===== src/rtl/pong_datapath.sv =====
// Pong datapath: serve/delay timer, level-scaled ball-step timer, hit/level tracking, scoring.
// All registered outputs update one edge after their controls; game_over/winner are combinational.
module pong_datapath #(
    parameter int T5_MAX    = 5,
    parameter int T20_BASE  = 20,
    parameter int WIN_SCORE = 7
) (
    input  logic       Clk,
    input  logic       Rst,
    input  logic       T5_en,
    input  logic       T5_rst,
    input  logic       T20_en,
    input  logic       T20_rst,
    input  logic       Hit_ld,
    input  logic       Hit_clr,
    input  logic       Lvl_clr,
    input  logic       P1_ld,
    input  logic       P1_clr,
    input  logic       P2_ld,
    input  logic       P2_clr,
    output logic       T5_in,
    output logic       T20_tick,
    output logic [3:0] hit_count,
    output logic [1:0] level,
    output logic [3:0] P1_score,
    output logic [3:0] P2_score,
    output logic       game_over,
    output logic       winner
);

    localparam logic [15:0] T5_LIM   = 16'(T5_MAX);
    localparam logic [15:0] T20_LIM  = 16'(T20_BASE);
    localparam logic [3:0]  WIN_VAL  = 4'(WIN_SCORE);

    logic [15:0] t5_count;
    logic [15:0] t5_next;
    logic [15:0] t20_count;
    logic [15:0] period;
    logic [15:0] period_m1;
    logic        p1_win;
    logic        p2_win;
    logic        p1_inc;
    logic        p2_inc;
    logic        lvl_inc;

    always_comb begin
        t5_next = (t5_count >= T5_LIM) ? T5_LIM : t5_count + 16'd1;
    end

    always_ff @(posedge Clk) begin
        if (!Rst) begin
            t5_count <= 16'd0;
            T5_in    <= 1'b0;
        end else if (T5_rst) begin
            t5_count <= 16'd0;
            T5_in    <= 1'b0;
        end else if (T5_en) begin
            t5_count <= t5_next;
            T5_in    <= (t5_next == T5_LIM);
        end
    end

    // Period shrinks immediately on a level change; >= catches a count already past it.
    always_comb begin
        period    = T20_LIM >> level;
        period_m1 = period - 16'd1;
    end

    always_ff @(posedge Clk) begin
        if (!Rst) begin
            t20_count <= 16'd0;
            T20_tick  <= 1'b0;
        end else if (T20_rst) begin
            t20_count <= 16'd0;
            T20_tick  <= 1'b0;
        end else if (T20_en) begin
            if (t20_count >= period_m1) begin
                t20_count <= 16'd0;
                T20_tick  <= 1'b1;
            end else begin
                t20_count <= t20_count + 16'd1;
                T20_tick  <= 1'b0;
            end
        end else begin
            T20_tick <= 1'b0;
        end
    end

    always_comb begin
        lvl_inc = Hit_ld && !Hit_clr && (hit_count[1:0] == 2'd3);
    end

    always_ff @(posedge Clk) begin
        if (!Rst) begin
            hit_count <= 4'd0;
        end else if (Hit_clr) begin
            hit_count <= 4'd0;
        end else if (Hit_ld && hit_count != 4'd15) begin
            hit_count <= hit_count + 4'd1;
        end
    end

    always_ff @(posedge Clk) begin
        if (!Rst) begin
            level <= 2'd0;
        end else if (Lvl_clr) begin
            level <= 2'd0;
        end else if (lvl_inc && level != 2'd3) begin
            level <= level + 2'd1;
        end
    end

    always_comb begin
        p1_win    = (P1_score == WIN_VAL);
        p2_win    = (P2_score == WIN_VAL);
        game_over = p1_win || p2_win;
        winner    = p2_win;
        // Simultaneous loads are contradictory, so neither player scores.
        p1_inc    = P1_ld && !P2_ld && !game_over;
        p2_inc    = P2_ld && !P1_ld && !game_over;
    end

    always_ff @(posedge Clk) begin
        if (!Rst) begin
            P1_score <= 4'd0;
        end else if (P1_clr) begin
            P1_score <= 4'd0;
        end else if (p1_inc) begin
            P1_score <= P1_score + 4'd1;
        end
    end

    always_ff @(posedge Clk) begin
        if (!Rst) begin
            P2_score <= 4'd0;
        end else if (P2_clr) begin
            P2_score <= 4'd0;
        end else if (p2_inc) begin
            P2_score <= P2_score + 4'd1;
        end
    end

endmodule


===== config.mk =====
export PLATFORM = sky130hd
export DESIGN_NAME = pong_datapath
export DESIGN_NICKNAME = d
export VERILOG_FILES = /design/src/rtl/pong_datapath.sv
export SDC_FILE = /design/constraint.sdc
export NUM_CORES = 1
export LEC_CHECK = 0
export ABC_AREA = 1
export CAP_MARGIN = 40
export CORE_ASPECT_RATIO = 1.75
export CORE_MARGIN = 2
export CORE_UTILIZATION = 50
export DETAILED_ROUTE_END_ITERATION = 6
export HOLD_SLACK_MARGIN = 0.15
export PLACE_DENSITY = 0.75
export SLEW_MARGIN = 20
export SYNTH_ARGS = -nofsm -noshare
export SYNTH_HDL_FRONTEND = slang
export SYNTH_SLANG_ARGS = --single-unit

===== constraint.sdc =====
create_clock -name Clk -period 2 [get_ports Clk]
set_input_delay 0.2 -clock Clk [delete_from_list [all_inputs] [get_ports Clk]]
set_output_delay 0.2 -clock Clk [all_outputs]
set_load 0.02 [all_outputs]

==> results_dict.tcl, run 1 <==
set metrics [dict create \
    violations "design-rule violations, negative setup slack" \
    cts_buffers 5 \
    first_pass_iters 6 \
    worstPathArrival_ns 2.27 \
    grt.total_usage_pct 20.5 \
    grt_pass1_vias 2259 \
    wl_per_cell_um 12.2 \
    path_cells "inv_4 > ha_4 > nor2_4 > nand3_4 > ha_4 > a21o_1 > nor2_1 > nand2_1 > nand2_1 > nand3_2 > nand2_4 > nand2_8 > nor2_4" \
    cts_setup_buffers 0 \
    num_vias 2344 \
    cp-start-kind "flop" \
    worstHoldPathType "flop to flop" \
    std_cell_rows 35 \
    fmax_mhz 494 \
    power_density_nw_per_um2 510 \
    hpwl_um 4180 \
    maxSlewHeadroom_pct 44.1 \
    gp_congestion 0.798 \
    grt.overflow.total 0 \
    yosysUniqueCellTypes 36 \
    grt_use_met3_pct 4.51 \
    cts_tree "built" \
    insertion_delay_ns 0.30 \
    finalHoldViolations 0 \
    drv_cap 0 \
    die_h_um 100 \
    design.core.area_sq_um 5170 \
    drt-vias-per-instance 5.14 \
    cellLeakagePower_nw 1.43 \
    fin_crit_sh_pct 101 \
    antennaDiodeCount 0 \
    grt_max_degree 16 \
    avgSynthCellArea_sq_um 7.44 \
    synthTopCellsByArea "dfxtp_1 (37%), ha_1 (12%), inv_1 (8.4%), nand2_1 (7.1%), nor2_1 (6.7%)" \
    busiest_layer "met2" \
    status "finished with violations" \
    report.final.setup_viol 15 \
    tightest_slew_ns 0.836 \
    crit_type "flop to flop" \
    grt_util_met1_pct 20.3 \
    final_nets 438 \
    ys_seq_elements 48 \
    final.setup.worst_slack_ns -0.0248 \
    maxSlewViolCount 0 \
    synthCells 354 \
    max_stage_delay_ns 0.38 \
    path_clk_slew_ns 0.10 \
    drt_iter0_markers 61 \
    ys_seq_area_share_pct 36.5 \
    grt_pass1_wl_um 9450 \
    yosys.area.top_type "dfxtp_1" \
    htree_num_levels 2 \
    whs_ns 0.446 \
    dieArea_sq_um 5880 \
    layout-drive-gt1-share_pct 18.2 \
    slowest_stage "dfxtp_4" \
    rsz0062_at_grt "yes" \
    place_ws_ns -0.0615 \
    drc 1 \
    io_buffers 30 \
    antenna_found_initial 0 \
    cts_root_buffer "clkbuf_8" \
    met2_usage_pct 38.3 \
    ir_drop_mv 0.664 \
    start_util_pct 50.9 \
    finalClockSkew_ns 0.00626 \
    period_needed_ns 2.02 \
    ios 31 \
    synth_top_area_share_pct 36.5 \
    ys_warn_count 0 \
    ant_nets 0 \
    synthesis.area_sq_um 2630 \
    crit_required_ns 2.25 \
    clock_path_buffers 2 \
    area.growth.synth_to_final_pct 29.1 \
    crit_fanout 8 \
    die_x_um 58.9 \
    wirelength_um 5550 \
    clock_sinks 48 \
    endpoint_kind "flop" \
]
[registers in the layout (all words and copies together) (netlist names)]
register,cells
P1_score,4
t20_count,16
level,2
T20_tick,1
hit_count,4
P2_score,4
t5_count,16
T5_in,1
[report_power, final]
group | leakage (nW) | internal (mW) | switching, mW
logic | 0.992 | 0.0603 | 0.0771
clock network | 0.0516 | 0.283 | 0.342
registers | 0.389 | 0.961 | 0.0101
total | 1.43 | 1.30 | 0.430
[layout make-up]
class / count / area (sq um)
Inverter: 62 / 240
Clock inverter: 2 / 13.8
Sequential cell: 48 / 968
Multi-Input combinational cell: 243 / 1640
Timing Repair Buffer: 40 / 385
Tap cell: 55 / 68.8
Clock buffer: 6 / 82.6
Fill cell: 460 / 1770
[per-layer routing]
| layer | share of wire [%] | routed length, um | vias up |
|---|---|---|---|
| met4 | 4.0 | 221 | 0 |
| met5 | 0 | 0 | - |
| met3 | 3.9 | 217 | 14 |
| li1 | - | - | 1208 |
| met1 | 36 | 2010 | 1083 |
| met2 | 56 | 3100 | 39 |
[worst max-delay path, delay by kind of cell, from the launching register on]
kind | cells | cell delay (ns)
buffers and inverters | 1 | 0.05
and+or+nand+nor | 9 | 0.99
AOI/OAI and AO/OA | 1 | 0.15
DFF | 1 | 0.38
adders and majority gates | 2 | 0.40
[synth_stat cells]
cell type / instances
nand2_4: 1
nor4_1: 1
clkbuf_1: 1
nor3_1: 11
xnor2_1: 1
nand3b_1: 1
conb_1: 1
nor2_1: 47
nand3_1: 23
ha_1: 25
nor2_4: 1
a21oi_1: 16
or2_2: 2
o21ai_0: 17
a21o_1: 1
buf_6: 1
and3b_1: 1
nand3_2: 1
nor3_2: 2
buf_1: 1
mux2i_1: 1
inv_2: 3
o31ai_1: 1
nand2_2: 2
nand2_1: 50
nand4_1: 3
xor2_1: 11
dfxtp_1: 48
buf_4: 1
and3_1: 2
o21a_1: 1
nor3_4: 2
nor2_2: 12
a211oi_1: 1
a31oi_1: 2
inv_1: 59
[final timing paths]
kind | start | to | slack [ns] | depth (start not counted)
setup reg to reg | level[1]$_SDFFE_PP0P_ | t20_count[5]$_SDFFE_PP0P_ | -0.02 | 13
hold / removal | t5_count[5]$_SDFFE_PP0P_ | t5_count[5]$_SDFFE_PP0P_ | 0.45 | 2
setup / recovery | level[1]$_SDFFE_PP0P_ | t20_count[5]$_SDFFE_PP0P_ | -0.02 | 13
hold reg to reg | t5_count[5]$_SDFFE_PP0P_ | t5_count[5]$_SDFFE_PP0P_ | 0.45 | 2
[cell usage in the layout (no fill, tap or decap), types with 6 or more instances in the layout]
cell type	count
ha_4	7
dfxtp_1	46
nor3_1	10
nand2_1	48
inv_2	6
nor2_2	10
clkdlybuf4s50_1	29
xor2_1	11
inv_1	54
o21ai_0	17
buf_4	8
a21oi_1	13
nor2_1	43
nand3_1	20
ha_1	17
nor2_4	7
clkbuf_8	6
[kinds of logic (layout without fill, tap and decap cells)]
group,count (synthesis),after routing,synth area share [%]
compound gates,39,39,7.89
xor+xnor,12,12,3.99
fa+ha+maj,25,25,11.9
buf+inv,66,110,9.84
flops,48,48,36.5
mux,1,1,0.380
other cells,1,3,0.142
simple gates,162,163,29.4
[stage by stage]
step	area (sq um)	total power [mW]	setup TNS, ns	instances	util, %
finish	3400	1.73	-0.207	456	65.8
global route	3400	1.80	-1.71	456	65.8
CTS	3310	1.74	-0.00377	456	64.1
detailed placement	3080	1.12	-0.688	447	59.6
global placement	3080	1.12	0	447	59.6
floorplan	2660	1.07	0	356	-
[repair_timing]
action	in CTS	in global routing
pin swaps	11	10
cloned	1	0
hold buffers	0	0
resized for setup	19	20
endpoints found under the setup margin	15	18
(Power assumes the default switching activity.)
==> inputs of run 2 (changes only) <==
Settings changed: SETUP_SLACK_MARGIN set to 0.15.
==> results_dict.tcl, run 2 (synthesis results as in run 1) <==
set metrics [dict create \
    status "finished with violations" \
    violations "design-rule violations, negative setup slack" \
    final_area_sq_um 3390 \
    rsz0062_at_grt "yes" \
    layout-drive-gt1-share_pct 18.5 \
    die_h_um 100 \
    worstHoldStart "t5_count[9]$_SDFFE_PP0P_" \
    htree_num_levels 2 \
    clock_path_buffers 2 \
    cts_setup_buffers 0 \
    grt_max_degree 17 \
    antenna_found_initial 0 \
    path_clk_slew_ns 0.09 \
    cp-start-kind "flop" \
    worstPathArrival_ns 2.32 \
    fin_crit_sh_pct 103 \
    p_sw_share_pct 22.9 \
    power.share.clock_pct 42.0 \
    final.setup.worst_slack_ns -0.0684 \
    rr_startpoint "level[1]$_SDFFE_PP0P_" \
    ant_nets 0 \
    clock_sinks 48 \
    finalHoldViolations 0 \
    std_cell_rows 35 \
    cts_buffers 5 \
    ios 31 \
    cts_tree "built" \
    crit_required_ns 2.25 \
    start_util_pct 50.9 \
    final_nets 436 \
    design.core.area_sq_um 5170 \
    wl_per_cell_um 12.7 \
    mostFrequentLayoutCells "inv_1 (54), nand2_1 (47), dfxtp_1 (46)" \
    path_cells "inv_4 > ha_4 > nor2_4 > nand3_4 > ha_4 > a21oi_2 > o21a_1 > nand2_1 > inv_1 > nand3_2 > nand2_4 > nand2_8 > nor2_2" \
    startpoint "level[1]$_SDFFE_PP0P_" \
    grt.overflow.total 0 \
    grt_pass1_wl_um 9680 \
    endpoint_kind "flop" \
    cellLeakagePower_nw 1.42 \
    dieArea_sq_um 5880 \
    gp_congestion 0.838 \
    drc 1 \
    area.growth.synth_to_final_pct 28.9 \
    finalClockSkew_ns 0.00942 \
    crit_fanout 8 \
    top_regs "t20_count: 16 flops, t5_count: 16 flops" \
    num-fill-cells 439 \
    final_common_cell "inv_1" \
    drt-vias-per-instance 5.12 \
    p_total_mw 1.92 \
    slowest_stage "dfxtp_4" \
    fmax_mhz 483 \
    grt.total_usage_pct 21.3 \
    crit_type "flop to flop" \
    insertion_delay_ns 0.31 \
    io_buffers 30 \
    period_needed_ns 2.07 \
    ir_drop_mv 0.483 \
    worstHoldPathType "flop to flop" \
    utilization_pct 65.7 \
    path_common_cell "ha_4" \
    drv_cap 0 \
    wirelength_um 5750 \
    first_pass_iters 6 \
    hpwl_um 4220 \
    seqPwrFrac_pct 50.7 \
    report.final.setup_viol 17 \
    intPower_mw 1.48 \
    drt_iter0_markers 65 \
    num_vias 2323 \
    placed_cell_area_sq_um 3110 \
    antennaDiodeCount 0 \
    cts_root_buffer "clkbuf_8" \
    max_stage_delay_ns 0.38 \
    pwr-share-comb_pct 7.3 \
    maxSlewViolCount 0 \
    power.switching_mw 0.439 \
    power_density_nw_per_um2 564 \
    die_x_um 58.9 \
    grt_pass1_vias 2358 \
]
==> run 2: changes by cell type in the layout (fill, tap and decap cells not counted), moves of 2 or more <==
cell and change:
buf_6 -2, nor2_4 -4, dlygate4sd2_1 +2, nor2_2 +7, nor2_1 -3
==> run 2: cell type report <==
cell class	instances	area, sq um	area share (%)
Clock inverter	2	38.8	1.14
Clock buffer	6	93.8	2.76
Tap cell	55	68.8	2.03
Timing Repair Buffer	38	358	10.5
Inverter	62	240	7.08
Sequential cell	48	968	28.5
Multi-Input combinational cell	243	1630	47.9
==> run 2: metrics by stage <==
stage	TNS [ns]	hold slack (ns)	setup slack, ns	instances
after global routing	-3.03	0.466	-0.197	454
after CTS	-0.00542	0.447	-0.00542	453
after floorplan	0	0.278	0.0211	356
after global placement	-0.0447	0.428	-0.00978	444
after detailed placement	-0.537	0.433	-0.0597	444
final	-0.748	0.445	-0.0684	454
==> run 2: repair_timing <==
action / CTS / global route
resized for setup: 20 / 7
pin swaps: 12 / 2
hold buffers: 0 / 0
setup endpoints to repair: 19 / 17
cloned: 1 / 0
==> run 2: worst max-delay path: cells and delay by family (launching register included) <==
family | cells | cell delay, ns
AND/OR/NAND/NOR | 7 | 0.80
flip-flops | 1 | 0.38
AO/OA/AOI/OAI | 2 | 0.26
adder cells (fa/ha/maj) | 2 | 0.40
buffers and inverters | 2 | 0.14
==> run 2: layer usage <==
layer,routed length (um),up-vias,GRT usage [%]
met5,0,-,0
met3,236,14,5.67
li1,-,1206,-
met1,2100,1061,19.5
met4,170,0,9.97
met2,3240,42,41.1
==> run 2: power groups by stage <==
stage	logic (mW)	clock network, mW	registers [mW]
after detailed placement	0.127	0	0.994
after CTS	0.137	0.812	0.972
final	0.139	0.804	0.972
after global placement	0.124	0	0.994
after floorplan	0.0717	0	0.997
after global routing	0.157	0.853	0.974
==> run 2: final timing paths <==
path / slack [ns] / cells past startpoint / end
max: -0.07 / 13 / t20_count[15]$_SDFFE_PP0P_
max reg2reg: -0.07 / 13 / t20_count[15]$_SDFFE_PP0P_
min: 0.45 / 2 / t5_count[9]$_SDFFE_PP0P_
min reg2reg: 0.45 / 2 / t5_count[9]$_SDFFE_PP0P_
==> inputs of run 3 (changes only) <==
Settings changed: CORE_MARGIN 2 to 5, CTS_CLUSTER_SIZE set to 12.
==> results_dict.tcl, run 3 (synthesis results as in run 1) <==
set metrics [dict create \
    status "finished with violations" \
    violations "negative setup slack" \
    ir_drop_mv 0.561 \
    clock_sinks 48 \
    mostFrequentLayoutCells "inv_1 (54), nand2_1 (48), dfxtp_1 (46)" \
    finalHoldViolations 0 \
    power.switching_mw 0.425 \
    die_h_um 106 \
    cts_buffers 5 \
    crit_required_ns 2.24 \
    htree_num_levels 2 \
    grt_use_met3_pct 3.59 \
    die_x_um 64.9 \
    drc 0 \
    layout.cells.non_filler 455 \
    layout-drive-gt1-share_pct 17.3 \
    grt.overflow.total 0 \
    antennaDiodeCount 0 \
    place_inst 444 \
    utilization_pct 64.6 \
    dieArea_sq_um 6870 \
    wl_per_cell_um 12.4 \
    drv_cap 0 \
    period_needed_ns 2.04 \
    grt_pass1_vias 2293 \
    drt_iter0_markers 109 \
    fmax_mhz 491 \
    maxSlewViolCount 0 \
    insertion_delay_ns 0.30 \
    busiest_layer "met2" \
    report.final.setup_viol 15 \
    cts_root_buffer "clkbuf_8" \
    placed_cell_area_sq_um 3110 \
    final_area_sq_um 3370 \
    ant_nets 0 \
    worstHoldPathType "flop to flop" \
    num-fill-cells 455 \
    grt.total_usage_pct 18.6 \
    crit_fanout 8 \
    gp_congestion 0.761 \
    std_cell_rows 35 \
    p_total_mw 1.83 \
    cp-start-kind "flop" \
    grt_pass1_wl_um 10000 \
    path_clk_slew_ns 0.09 \
    intPower_mw 1.40 \
    io_buffers 30 \
    rsz0062_at_grt "yes" \
    final_common_cell "inv_1" \
    cts_tree "built" \
    crit_type "flop to flop" \
    final_nets 437 \
    seqPwrFrac_pct 53.2 \
    whs_ns 0.447 \
    finalClockSkew_ns 0.00532 \
    pwr-share-comb_pct 7.6 \
    worstPathArrival_ns 2.28 \
    first_pass_iters 4 \
    wirelength_um 5630 \
    power_density_nw_per_um2 542 \
    design.core.area_sq_um 5210 \
    num_vias 2326 \
    final.setup.worst_slack_ns -0.0375 \
    top_regs "t20_count: 16 flops, t5_count: 16 flops" \
    grt_util_met1_pct 19.0 \
    place_ws_ns -0.0739 \
    grt_max_degree 17 \
    met2_usage_pct 34.1 \
    power.share.clock_pct 39.1 \
    ios 31 \
    area.growth.synth_to_final_pct 27.9 \
    clock_path_buffers 2 \
    fin_setup_tns_ns -0.274 \
    drt-vias-per-instance 5.11 \
    fin_crit_sh_pct 102 \
    endpoint_kind "flop" \
    start_util_pct 50.5 \
    p_sw_share_pct 23.3 \
    antenna_found_initial 0 \
    cellLeakagePower_nw 1.42 \
    hpwl_um 4270 \
]
## run 3: final timing paths
kind | cells after the start | endpoint | slack, ns | from
setup / recovery | 14 | t20_count[6]$_SDFFE_PP0P_ | -0.04 | level[0]$_SDFFE_PP0P_
hold / removal | 2 | t5_count[10]$_SDFFE_PP0P_ | 0.45 | t5_count[10]$_SDFFE_PP0P_
setup reg to reg | 14 | t20_count[6]$_SDFFE_PP0P_ | -0.04 | level[0]$_SDFFE_PP0P_
hold reg to reg | 2 | t5_count[10]$_SDFFE_PP0P_ | 0.45 | t5_count[10]$_SDFFE_PP0P_
## run 3: worst max-delay path, stage by stage (launching register included)
cell and delay (ns):
dfxtp_4 0.41, inv_6 0.05, ha_4 0.16, nor2_4 0.13, nand3_4 0.12, ha_4 0.24, a21oi_2 0.13, nand3_1 0.09
nand2_1 0.06, nand2_1 0.05, inv_1 0.06, nand3_2 0.10, nand2_4 0.15, nand2_8 0.10, nor2_2 0.12
## run 3: cell type report
type / instances / area (sq um) / area share, %
Timing Repair Buffer: 39 / 365 / 10.9
Multi-Input combinational cell: 243 / 1610 / 47.8
Clock inverter: 3 / 45.0 / 1.34
Inverter: 62 / 240 / 7.13
Tap cell: 55 / 68.8 / 2.04
Sequential cell: 48 / 968 / 28.8
Clock buffer: 5 / 68.8 / 2.04
## run 3: timing repair
item | CTS | global route
pin swaps | 18 | 2
gates resized for setup | 21 | 2
endpoints found under the setup margin | 19 | 17
setup buffers | 0 | 1
hold buffers | 0 | 0
gates cloned | 1 | 0
## run 3: per-layer routing
layer  wire length [um]  up-vias
met3                187       15
met2               3070       38
met5                  0        -
li1                   -     1208
met4                225        0
met1               2140     1065
## run 3: power groups by stage
stage                     sequential (mW)  clock [mW]  combinational [mW]
after global routing                0.973       0.774               0.157
after detailed placement            0.994           0               0.127
after global placement              0.994           0               0.123
after CTS                           0.972       0.740               0.137
after floorplan                     0.997           0              0.0717
final                               0.972       0.714               0.139
